==> src/rtl/change_dispenser.sv <==
// change_dispenser: pays a change amount out as coins, largest first (inventory tracking under CHANGE_INVENTORY_EN)
module change_dispenser #(
   parameter int STOCK_INIT = 8,
   parameter int STOCK_W    = 8
) (
   input  logic       clk,
   input  logic       rst,
   input  logic       load,
   input  logic [7:0] change_in,
   input  logic       coin_ready,
   input  logic       refill,
   output logic       coin_valid,
   output logic [2:0] coin_code,
   output logic       busy,
   output logic       done,
   output logic       shortfall,
   output logic [7:0] shortfall_amt
);
   typedef enum logic [1:0] {IDLE, SELECT, OFFER, DONE} state_t;
   state_t state, next;
   logic [7:0] remaining;
   logic [2:0] code, pick;
   logic       found;
   logic [4:0] avail;

   function automatic logic [7:0] coin_val(input logic [2:0] c);
      return c == 3'd0 ? 8'd20 : c == 3'd1 ? 8'd10 : c == 3'd2 ? 8'd5 : c == 3'd3 ? 8'd2 : 8'd1;
   endfunction

`ifdef CHANGE_INVENTORY_EN
   logic [STOCK_W-1:0] stock [5];
   // stock counters: reload on reset or idle refill, spend one per accepted coin
   always_ff @(posedge clk or posedge rst) begin
      if (rst) begin
         for (int i = 0; i < 5; i++) stock[i] <= STOCK_W'(STOCK_INIT);
      end else if (state == IDLE && refill) begin
         for (int i = 0; i < 5; i++) stock[i] <= STOCK_W'(STOCK_INIT);
      end else if (state == OFFER && coin_ready && stock[code] != '0) begin
         stock[code] <= stock[code] - STOCK_W'(1);
      end
   end
   // a denomination is usable only while it has coins left
   always_comb begin
      for (int i = 0; i < 5; i++) avail[i] = stock[i] != '0;
   end
   // whatever is still owed when we reach DONE is the shortfall
   assign shortfall     = state == DONE && remaining != 8'd0;
   assign shortfall_amt = state == DONE ? remaining : 8'd0;
`else
   logic unused_cfg;
   assign unused_cfg    = refill & (STOCK_INIT > 0) & (STOCK_W > 0);
   assign avail         = '1;
   assign shortfall     = 1'b0;
   assign shortfall_amt = 8'd0;
`endif

   // largest usable denomination not exceeding the remaining amount; scan small-to-large so the largest wins
   always_comb begin
      found = 1'b0;
      pick  = 3'd0;
      for (int i = 4; i >= 0; i--) begin
         if (avail[i] && coin_val(3'(i)) <= remaining) begin
            found = 1'b1;
            pick  = 3'(i);
         end
      end
   end

   // state register
   always_ff @(posedge clk or posedge rst) begin
      if (rst) state <= IDLE;
      else     state <= next;
   end

   // next-state: a found coin implies remaining is nonzero, so no coin means finished or short
   always_comb begin
      next = state;
      case (state)
         IDLE:    next = load ? SELECT : IDLE;
         SELECT:  next = found ? OFFER : DONE;
         OFFER:   next = coin_ready ? SELECT : OFFER;
         default: next = IDLE;
      endcase
   end

   // datapath: capture amount, latch chosen coin, deduct on handshake
   always_ff @(posedge clk or posedge rst) begin
      if (rst) begin
         remaining <= 8'd0;
         code      <= 3'd0;
      end else begin
         if (state == IDLE && load) remaining <= change_in;
         if (state == SELECT && found) code <= pick;
         if (state == OFFER && coin_ready) remaining <= remaining - coin_val(code);
      end
   end

   assign coin_valid = state == OFFER;
   assign coin_code  = code;
   assign busy       = state != IDLE;
   assign done       = state == DONE;
endmodule
==> config.mk <==
export PLATFORM = sky130hd
export DESIGN_NAME = change_dispenser
export DESIGN_NICKNAME = d
export VERILOG_FILES = /design/src/rtl/change_dispenser.sv
export SDC_FILE = /design/constraint.sdc
export NUM_CORES = 1
export LEC_CHECK = 0
export ABC_AREA = 1
export BUFFER_PORTS_ARGS = -buffer_cell sky130_fd_sc_hd__buf_4
export CAP_MARGIN = 20
export CORE_MARGIN = 2
export CORE_UTILIZATION = 50
export CTS_CLUSTER_SIZE = 25
export DETAILED_ROUTE_END_ITERATION = 10
export PLACE_DENSITY = 0.81
export SLEW_MARGIN = 20
export SYNTH_ARGS = -nofsm -noshare
export SYNTH_HDL_FRONTEND = slang
export SYNTH_SLANG_ARGS = --single-unit
==> constraint.sdc <==
create_clock -name clk -period 2 [get_ports clk]
set_clock_uncertainty 0.15 [all_clocks]
set_input_delay 0.1 -clock clk [delete_from_list [all_inputs] [get_ports clk]]
set_output_delay 0.1 -clock clk [all_outputs]
set_load 0.03 [all_outputs]
# --- Word level (Yosys, flattened, before mapping) ---
# Index checks and enable logic that the tools add are counted.
word_totals:
  ff_bits: 13
  inputBits: 13
  elab_cells: 42
classes:
  n_addsub: 1
  order_cmp: 5
  n_eq_ne: 6
  muxes: 20
  reduce_logical: 7
op_table:
  columns: ["op", "count"]
  rows:
  - ["2-to-1 mux 3 bit", 6]
  - ["2-to-1 mux 8 bit", 2]
  - ["less-or-equal comparator 1 x 8 -> 1 bit, first input constant", 1]
  - ["less-or-equal comparator 2 x 8 -> 1 bit, first input constant", 1]
  - ["less-or-equal comparator 3 x 8 -> 1 bit, first input constant", 1]
  - ["less-or-equal comparator 4 x 8 -> 1 bit, first input constant", 1]
  - ["less-or-equal comparator 5 x 8 -> 1 bit, first input constant", 1]
  - ["subtractor 8 x 5 -> 8 bit", 1]
  - ["2-to-1 mux 1 bit", 7]
  - ["equality test 3 x 2 -> 1 bit, second input constant", 2]
  - ["one-hot mux 2 bit (3 select lines)", 1]
  - ["2-to-1 mux 5 bit", 1]
  - ["equality test 2 bit, second input constant", 2]
  - ["2-to-1 mux 2 bit", 2]
  - ["2-to-1 mux 4 bit", 1]
  - ["nonzero test 2 bit", 2]
  - ["equality test 3 x 1 -> 1 bit, second input constant", 1]
  - ["logical AND 1 bit", 3]
  - ["zero test 3 bit", 1]
  - ["equality test 2 x 1 -> 1 bit, second input constant", 1]
  - ["zero test 2 bit", 1]

# --- Longest topological paths before layout ---
# Gate-level depths: netlist of run 1.
logic_depth:
  depth_word: 8
  ltp_mapped: 13
  ltp_nobuf: 13

# --- Worst setup path before layout of run 1 ---
# Ideal clock, no wire load.
synth_timing:
  path_kind: "flip-flop to flip-flop"
  from: "register code[2], in the netlist coin_code[2]"
  to: "register remaining[5]"
  setup_ns: 0.124
  arrival_ns: 1.733
  path_slack_ns: -0.008
  stages_incl_launch_ff: 12
  n_path_buf: 0
  synth_period_minus_slack_ns: 2.008
  path_cell_list: "dfrtp_1 > inv_1 > nand3_1 > o21ai_0 > inv_1 > ha_1 > a21oi_1 > nand2_1 > a21oi_1 > nand2_1 > nand2_1 > nand3_1"
synth_between:
  elab_chain_len: 7
synth_rtl:
  columns: ["element", "line_no", "rtl"]
  rows:
  - ["from (decl)", "22", "logic [2:0] code, pick;"]
  - ["from (signal assigned)", "93", "if (state == SELECT && found) code <= pick;"]
  - ["equality test 3 x 2 -> 1 bit", "27", "return c == 3'd0 ? 8'd20 : c == 3'd1 ? 8'd10 : c == 3'd2 ? 8'd5 : c == 3'd3 ? 8'd2 : 8'd1;"]
  - ["2-to-1 mux 2 bit", "27", null]
  - ["2-to-1 mux 3 bit", "27", null]
  - ["2-to-1 mux 4 bit", "27", null]
  - ["2-to-1 mux 5 bit *", "27", null]
  - ["subtractor 8 x 5 -> 8 bit *", "94", "if (state == OFFER && coin_ready) remaining <= remaining - coin_val(code);"]
  - ["2-to-1 mux 8 bit *", "94", null]
  - ["to (signal assigned)", "92", "if (state == IDLE && load) remaining <= change_in;"]
  - ["to (signal assigned)", "94", null]
  - ["to (decl)", "21", "logic [7:0] remaining;"]
# Mark *: on every way between the ends. The rest lies on a longest branch, timed or not.
# A chain may end at the register's enable or synchronous reset.

# --- Final worst setup path of run 1 ---
layout_timing:
  from: "register code[0], in the netlist coin_code[0]"
  to: "register remaining[4]"
# Same word-level chain as after synthesis.

==> impl_metrics.tcl, run 1 <==
set metrics [dict create \
    outcome "finished, final reports clean" \
    cpMaxStageDelayCell "dfrtp_1" \
    layout_common_cells "nand2_1 (34), inv_1 (20), buf_4 (20)" \
    htree_num_levels 1 \
    cellPowerDensity_nw_per_um2 1504 \
    cts_root_buffer "clkbuf_4" \
    start_kind "flip-flop" \
    ios 28 \
    die_h_um 50.74 \
    fmax_mhz 541.2 \
    startpoint "coin_code[0]" \
    drv_cap 0 \
    crit_end "remaining[4]" \
    yosysWarnings 0 \
    drt_wl_total_um 2425 \
    first_iter_violations 33 \
    antenna_left 0 \
    cts_buffer_depth 2 \
    yosys.area_share.simple 0.3356 \
    die_w_um 50.74 \
    ys_seq_area_frac 0.2978 \
    synthXorXnorAreaFrac 0.01604 \
    syn-cell-area_um2 1092 \
    r2r_start "coin_code[0]" \
    path_clk_slew_ns 0.08 \
    hold_viol 0 \
    grt_pass1_wl_um 4284 \
    p_seq_frac 0.242 \
    tritoncts.num_buffers 3 \
    antenna_found_initial 0 \
    rows 16 \
    leakagePower_nw 0.7410 \
    grt_use_total 0.2173 \
    r2r-end "remaining[4]" \
    p_clk_frac 0.078 \
    crit_fanout 3 \
    clock-sinks 13 \
    wl_per_cell_um 11.38 \
    synth-seq-cells 13 \
    gr-total-overflow 0 \
    drive_gt1_frac 0.2581 \
    io_buffer_count 17 \
    p_sw_frac 0.5265 \
    worst_ep_required_time_ns 2.05 \
    p_comb_frac 0.680 \
    crit_arrival_ns 1.90 \
    synth_cell_types 25 \
    crit_chain "inv_2 > nand2_1 > nand2_1 > ha_1 > inv_2 > fa_2 > nand2_1 > nand3_1 > nand2_1 > nand3_1 > a21oi_1" \
    vdd_ir_drop_max_mv 0.9160 \
    insertion_delay_ns 0.27 \
    slew_violations 0 \
    synthMuxAreaShare 0 \
    critical-path-max-stage-delay_ns 0.39 \
    vias 1074 \
    cts_tree "yes" \
    min_period_ns 1.848 \
    min_from "change_in[4]" \
    critical_path.most_common_cell "nand2_1" \
    path_class "flip-flop to flip-flop" \
    initial_utilization 0.5456 \
    nNetsFinal 206 \
    die_area_um2 2575 \
    synth_compound_area_frac 0.1168 \
    dp_hpwl_um 1892 \
    synth_fa_ha_area_frac 0.07560 \
    place_congestion 0.8523 \
    layout_commonest_cell "nand2_1" \
    hold_class "input pin to flip-flop" \
    postSynthAreaPerCell_um2 7.047 \
    fillers 161 \
    area_growth_pct 27.03 \
    synth_top_family_by_area "simple AND/OR/NAND/NOR gates" \
    synthCells 155 \
    drcViolationCount 0 \
    p_int_uw 987.8 \
    power_mw 2.086 \
    coreArea_um2 2002 \
    post-route-period-util 0.9238 \
    vias_per_cell 5.042 \
    firstDrtPassIters 4 \
    regToRegSetupSlack_ns 0.15 \
    antenna_cells 0 \
    p_sw_mw 1.098 \
    finalSetupViolCount 0 \
    grt_max_degree 14 \
    cp-end-kind "flip-flop" \
    grt_setup_unrepaired "true" \
    reg2reg_depth 11 \
    grt_pass1_vias 1063 \
    setup_tns_ns 0 \
    slew_headroom 0.6601 \
    worst_slew_pin_slew_ns 0.5093 \
]
## repair_timing
| item | CTS | global route |
|---|---|---|
| gates cloned | 0 | 0 |
| hold buffers | 8 | 0 |
| endpoints found under the hold margin | 20 | 0 |
| pin swaps | 0 | 3 |
| setup buffers | 0 | 2 |
| gates resized for setup | 1 | 11 |
| endpoints found under the setup margin | 1 | 6 |
## cells in the mapped netlist
cell type | n | area (um^2)
a21o_1 | 1 | 7.510
a21oi_1 | 8 | 40.04
buf_4 | 9 | 67.56
conb_1 | 1 | 3.750
dfrtp_1 | 13 | 325.3
fa_1 | 1 | 20.02
ha_1 | 5 | 62.56
inv_1 | 24 | 90.09
inv_2 | 3 | 11.26
nand2_1 | 36 | 135.1
nand2_2 | 1 | 6.260
nand2_4 | 3 | 33.78
nand3_1 | 14 | 70.07
nand3_2 | 1 | 10.01
nand4_1 | 5 | 31.28
nor2_1 | 11 | 41.29
nor2_4 | 3 | 33.78
nor3_1 | 1 | 5.000
o211ai_1 | 1 | 7.510
o21a_1 | 2 | 15.01
o21ai_0 | 6 | 30.03
o21ai_2 | 1 | 8.760
o22ai_1 | 3 | 18.77
xnor2_1 | 1 | 8.760
xor2_1 | 1 | 8.760
## worst min-delay path by stage
stage                        end  cells after the start  slack (ns)
global placement    remaining[2]                      2        0.01
detailed placement      state[1]                      2        0.01
floorplan           coin_code[0]                      1       -0.17
global route        remaining[4]                      3        0.03
finish              remaining[4]                      3        0.01
CTS                 remaining[3]                      5       0.009
## flip-flops by register name, indices dropped and copies added, names as in the netlist
signal,flops
coin_code,3
remaining,8
state,2
## critical path: cells and delay by family, from the launching register on
family,cells,cell delay (ns)
fa+ha+maj,2,0.52
simple gates,6,0.44
flops,1,0.39
compound gates,1,0.15
buf+inv,2,0.11
## stage by stage
step | util | setup slack [ns] | area (um^2) | std cells | hold slack (ns)
2_1_floorplan | - | 0.01317 | 1122 | 163 | -0.1730
3_3_place_gp | 0.6113 | 0.05528 | 1224 | 199 | 0.01027
3_5_place_dp | 0.6113 | 0.004072 | 1224 | 199 | 0.01273
4_1_cts | 0.6663 | -0.001317 | 1334 | 211 | 0.009357
5_1_grt | 0.6931 | -0.01103 | 1388 | 213 | 0.02905
6_report | 0.6931 | 0.1524 | 1388 | 213 | 0.01070
## power by group through the flow
stage | sequential, mW | clock [mW] | combinational [mW]
2_1_floorplan | 0.490 | 0 | 1.01
3_3_place_gp | 0.492 | 0 | 1.24
3_5_place_dp | 0.501 | 0 | 1.29
4_1_cts | 0.496 | 0.167 | 1.32
5_1_grt | 0.521 | 0.175 | 1.59
6_report | 0.505 | 0.162 | 1.42
## cell type report
cell class	count	area [um^2]	area share
Tap cell	27	33.78	0.02435
Sequential cell	13	325.3	0.2344
Timing Repair Buffer	28	230.2	0.1659
Multi-Input combinational cell	114	670.6	0.4833
Inverter	27	101.3	0.07304
Clock buffer	4	26.28	0.01894
## per-layer routing
| layer | part of all wire | track usage | vias to the layer above |
|---|---|---|---|
| met3 | 0.046 | 0.02679 | 6 |
| met1 | 0.43 | 0.2594 | 480 |
| met4 | 0.026 | 0.08559 | 0 |
| met5 | 0 | 0 | - |
| met2 | 0.49 | 0.3925 | 44 |
| li1 | - | - | 544 |
## logic make-up after synthesis
group	after synthesis
xor gates and xnor gates	2
AOI/OAI and AO/OA	22
buffers and inverters	36
DFF	13
and+or+nand+nor	75
other	1
adders and majority gates	6
No activity file was read; power rests on OpenSTA's default activity.
==> run 2, diff against run 1 <==
- ABC_AREA: 1 -> default
- PLACE_DENSITY: 0.81 -> 0.82
==> run 2 against run 1 <==
  * The run now ends with negative setup slack left
  * Clock power increased by 11%
  * Die area decreased by 8.6%
  * Power grew 30%
  * First-iteration DRC count shrank 79%
  * Register-to-register slack got worse by 0.34 ns
  * Fmax fell by 16%
  * Synthesized cell count is 28% lower
  * Global-route usage increased by 1.7 points
  * Critical path type unchanged
  * Largest cell class unchanged
==> impl_metrics.tcl, run 2 <==
set metrics [dict create \
    worst_ep_required_time_ns 2.03 \
    whs_path_depth 4 \
    drive_gt1_frac 0.4323 \
    firstDrtPassIters 4 \
    hold_class "input pin to flip-flop" \
    synthTopCellsByCount "dfrtp_1 (13), nor2_1 (12), nand2_1 (10), buf_4 (9)" \
    critical_path.most_common_cell "a21o_1" \
    synth-seq-cells 13 \
    slew_headroom 0.6457 \
    reg2reg_depth 10 \
    yosysWarnings 0 \
    regToRegSetupSlack_ns -0.19 \
    coreArea_um2 1922 \
    path_class "flip-flop to flip-flop" \
    dpl.cell_count 164 \
    timing.final.ws_setup_ns -0.1917 \
    grt_setup_unrepaired "true" \
    finalSetupViolCount 4 \
    die_area_um2 2354 \
    slew_violations 0 \
    crit_arrival_ns 2.23 \
    layout_commonest_cell "buf_4" \
    vdd_ir_drop_max_mv 1.157 \
    grt_use_total 0.2341 \
    vias_per_cell 5.341 \
    cellPowerDensity_nw_per_um2 1846 \
    crit_fanout 3 \
    fin_util 0.7643 \
    yosys.cell_count.top_type "dfrtp_1" \
    outcome "finished, violations left" \
    die_h_um 48.52 \
    drt_wl_total_um 2715 \
    cts_root_buffer "clkbuf_4" \
    largest_reg_flops 8 \
    holdPathEnd "remaining[4]" \
    ios 28 \
    critical-path-max-stage-delay_ns 0.43 \
    synth_edf_count 0 \
    insertion_delay_ns 0.30 \
    dp_hpwl_um 1845 \
    ys_seq_area_frac 0.3283 \
    place_congestion 0.8276 \
    post-route-period-util 1.096 \
    r2r_start "coin_code[0]" \
    synth_flop_cell "dfrtp_1" \
    io_buffer_count 17 \
    synthCells 111 \
    violations "negative setup slack" \
    path_clk_slew_ns 0.10 \
    cp-end-kind "flip-flop" \
    layout_common_cells "buf_4 (34), nor2_1 (12), dfrtp_1 (10)" \
    clock-sinks 13 \
    vias 972 \
    antenna_left 0 \
    largest_register "remaining" \
    synth_area_leaders "dfrtp_1 (33%), buf_4 (6.8%), ha_1 (6.3%)" \
    wl_per_cell_um 14.92 \
    drcViolationCount 0 \
    worst_slew_pin_slew_ns 0.5308 \
    cpMaxStageDelayCell "dfrtp_2" \
    fmax_mhz 456.3 \
    gr-total-overflow 0 \
    async_flop_share 1.000 \
    rows 16 \
    nNetsFinal 175 \
    synth_area_leader_cell "dfrtp_1" \
    hold_viol 0 \
    tritoncts.num_buffers 3 \
    min_from "change_in[4]" \
    postSynthAreaPerCell_um2 8.927 \
    antenna_found_initial 0 \
    synth_cell_types 42 \
    crit_chain "inv_1 > a21o_1 > ha_2 > inv_2 > fa_2 > a21o_1 > a21o_1 > nand2_2 > a211oi_1 > a311oi_1" \
    initial_utilization 0.5156 \
    start_kind "flip-flop" \
    r2r-end "remaining[6]" \
    die_w_um 48.52 \
    setup_tns_ns -0.6372 \
    min_period_ns 2.192 \
    syn-cell-area_um2 991.0 \
    htree_num_levels 1 \
    area_growth_pct 48.23 \
    leakagePower_nw 0.6800 \
    drv_cap 0 \
    grt_max_degree 14 \
    synth_top_area_share 0.3283 \
    fin_cells 182 \
    first_iter_violations 7 \
    antenna_cells 0 \
    grt_pass1_vias 971 \
    grt_pass1_wl_um 4347 \
    cts_tree "yes" \
    cts_buffer_depth 2 \
]
## run 2: area by class of cell
type	instances	area, um^2
Clock buffer	4	26.28
Fill cell	146	452.9
Inverter	6	22.52
Multi-Input combinational cell	89	710.7
Sequential cell	13	329.1
Tap cell	27	33.78
Timing Repair Buffer	43	346.6
## run 2: logic make-up (layout without fill, tap and decap cells)
kind of cell,count (synthesis),in the layout,share of synthesized area
XOR/XNOR,3,3,0.02652
flip-flops,13,13,0.3283
multiplexers,3,3,0.04041
AND/OR/NAND/NOR,42,42,0.2172
adder cells (fa/ha/maj),6,6,0.08333
buffers and inverters,17,53,0.1073
other,1,9,0.003784
AO/OA/AOI/OAI,26,26,0.1932
## run 2: what timing repair did
item | CTS | global route
hold buffers | 8 | 0
setup buffers | 3 | 3
hold endpoints to repair | 20 | 0
setup endpoints to repair | 4 | 4
pin swaps | 7 | 6
resized for setup | 10 | 6
## run 2: critical path: cells and delay by family, from the launching register on
family / cells / cell delay [ns]
AOI/OAI and AO/OA: 5 / 0.80
adders and majority gates: 2 / 0.53
buffers and inverters: 2 / 0.11
DFF: 1 / 0.43
and+or+nand+nor: 1 / 0.07
## run 2: how the worst max path moves through the flow
stage	depth (start not counted)	from	to
3_5_place_dp	10	coin_code[0]	remaining[6]
2_1_floorplan	10	coin_code[0]	remaining[6]
6_report	10	coin_code[0]	remaining[6]
4_1_cts	10	coin_code[0]	remaining[6]
5_1_grt	10	coin_code[0]	remaining[6]
3_3_place_gp	8	coin_code[2]	remaining[5]
## run 2: power breakdown
group          total [mW]  internal (mW)  switching (mW)
clock               0.180         0.0777           0.102
sequential          0.570          0.390           0.180
combinational        1.96           1.01           0.951
## run 2: through the flow
stage	setup WS, ns	hold WS, ns	power, mW	area, um^2
after detailed placement	-0.1640	0.02279	2.080	1232
final	-0.1917	0.01750	2.711	1469
after floorplan	-0.09550	-0.1732	1.626	1065
after CTS	-0.1683	0.002186	2.480	1413
after global routing	-0.2685	0.02847	2.912	1469
after global placement	-0.06600	0.01955	2.013	1232
## run 2: layer usage
layer	routed length, um	GRT usage
met1	1167	0.3056
met2	1380	0.3843
met3	115	0.04012
met4	52	0.1000
met5	0	0
==> run 3, diff against run 2 <==
- TNS_END_PERCENT: default -> 20
==> run 3 against run 2 <==
  * Cell count decreased by 3.8%
  * Largest power group unchanged
  * The run still ends with negative setup slack left
  * Register-to-register slack improved by 0.07 ns
  * Fmax increased by 3.4%
  * Critical path type unchanged
==> impl_metrics.tcl, run 3 (synthesized netlist as in run 2, its figures left out) <==
set metrics [dict create \
    post-route-period-util 1.060 \
    path_clk_slew_ns 0.09 \
    path_class "flip-flop to flip-flop" \
    finalSetupViolCount 4 \
    die_area_um2 2354 \
    grt_pass1_vias 805 \
    reg2reg_depth 10 \
    gr-total-overflow 0 \
    rows 16 \
    place_area_um2 1232 \
    vias_per_cell 5.143 \
    io_buffer_count 17 \
    dpl.cell_count 164 \
    initial_utilization 0.5156 \
    vias 900 \
    cts_root_buffer "clkbuf_4" \
    drv_cap 0 \
    fillers 154 \
    critical_path.most_common_cell "a21o_1" \
    place_congestion 0.8311 \
    critical-path-max-stage-delay_ns 0.45 \
    violations "negative setup slack" \
    cellPowerDensity_nw_per_um2 1705 \
    vdd_ir_drop_max_mv 1.078 \
    cts_tree "yes" \
    drcViolationCount 0 \
    drive_gt1_frac 0.3716 \
    die_w_um 48.52 \
    leakagePower_nw 0.6345 \
    fin_util 0.6979 \
    cpMaxStageDelayCell "dfrtp_2" \
    min_from "change_in[7]" \
    insertion_delay_ns 0.28 \
    wl_per_cell_um 13.42 \
    area_growth_pct 35.35 \
    antenna_left 0 \
    die_h_um 48.52 \
    slew_headroom 0.6401 \
    grt_setup_unrepaired "true" \
    layout_commonest_cell "buf_4" \
    grt_max_degree 14 \
    seq_area_um2 329.1 \
    worst_slew_pin_slew_ns 0.5393 \
    use_met2 0.3380 \
    tritoncts.num_buffers 3 \
    busiest_layer "met2" \
    clock-sinks 13 \
    multiInputGateArea_um2 641.9 \
    nNetsFinal 168 \
    min_period_ns 2.119 \
    crit_chain "inv_2 > a21o_1 > ha_2 > inv_2 > fa_2 > a21o_1 > a21o_1 > nand2_1 > a211oi_1 > a311oi_1" \
    slew_violations 0 \
    coreArea_um2 1922 \
    antenna_cells 0 \
    worst_ep_required_time_ns 2.04 \
    use_met1 0.2787 \
    fmax_mhz 471.9 \
    start_kind "flip-flop" \
    largest_reg_flops 8 \
    firstDrtPassIters 4 \
    hold_class "input pin to flip-flop" \
    antenna_found_initial 0 \
    grt_pass1_wl_um 3739 \
    fin_cells 175 \
    use_met3 0.02778 \
    place_ws_ns -0.1201 \
    cp-end-kind "flip-flop" \
    hold_viol 0 \
    finalInstanceArea_um2 1341 \
    startpoint "coin_code[0]" \
    grt_use_total 0.2094 \
    outcome "finished, violations left" \
    postCtsSetupRepairBufs 0 \
    layout_common_cells "buf_4 (29), nor2_1 (12), nand2_1 (10), dfrtp_1 (10), conb_1 (9)" \
    largest_register "remaining" \
    drt_wl_total_um 2349 \
    dp_hpwl_um 1722 \
    r2r_start "coin_code[0]" \
    ios 28 \
    htree_num_levels 1 \
    hold-worst-slack_ns 0.01845 \
    first_iter_violations 22 \
    whs_path_depth 3 \
    cts_buffer_depth 2 \
    crit_arrival_ns 2.16 \
    crit_fanout 5 \
    timing.final.ws_setup_ns -0.1193 \
]
run 3: cell types whose count changed in the layout (fill, tap and decap cells not counted), sizes merged:
cell / before / now
buf: 35 / 29
dlygate4sd3: 8 / 7
run 3: critical path, delay by kind of cell (launching register included):
family | cells | cell delay (ns)
AND/OR/NAND/NOR | 1 | 0.09
adder cells (fa/ha/maj) | 2 | 0.52
flip-flops | 1 | 0.45
buffers and inverters | 2 | 0.09
AO/OA/AOI/OAI | 5 | 0.72
run 3: where the power goes:
part | internal (mW) | switching, mW
Sequential | 0.390 | 0.158
Combinational | 0.775 | 0.794
Clock | 0.0773 | 0.0919
run 3: area by class of cell:
| class | count | share of cell area |
|---|---|---|
| clock buffers | 4 | 0.01959 |
| multi-input cells | 89 | 0.4785 |
| well taps | 27 | 0.02519 |
| inverters | 6 | 0.01679 |
| flip-flops and latches | 13 | 0.2453 |
| repair buffers | 36 | 0.2146 |
run 3: path summary, 6_finish.rpt:
kind / slack [ns] / to
min in group asynchronous: 0.26 / coin_code[2]
max: -0.12 / remaining[6]
max reg2reg: -0.12 / remaining[6]
min: 0.02 / remaining[7]
min reg2reg: 0.43 / remaining[6]
max in group asynchronous: 1.04 / coin_code[0]
run 3: through the flow:
step	setup TNS, ns	total power, mW
3_3_place_gp	-0.1625	2.016
5_1_grt	-0.7361	2.484
4_1_cts	-0.3722	2.262
6_report	-0.3309	2.287
2_1_floorplan	-0.2325	1.626
3_5_place_dp	-0.3256	2.076
run 3: routing by layer:
metal	wire, um	up-vias
met4	19	0
met2	1190	29
li1	-	449
met3	58	2
met5	0	-
met1	1080	420
run 3: timing repair:
action | 4_1_cts | 5_1_grt
hold buffers | 7 | 0
cloned | 0 | 0
pin swaps | 2 | 0
endpoints found under the setup margin | 4 | 4
endpoints found under the hold margin | 19 | 0
gates resized for setup | 0 | 5
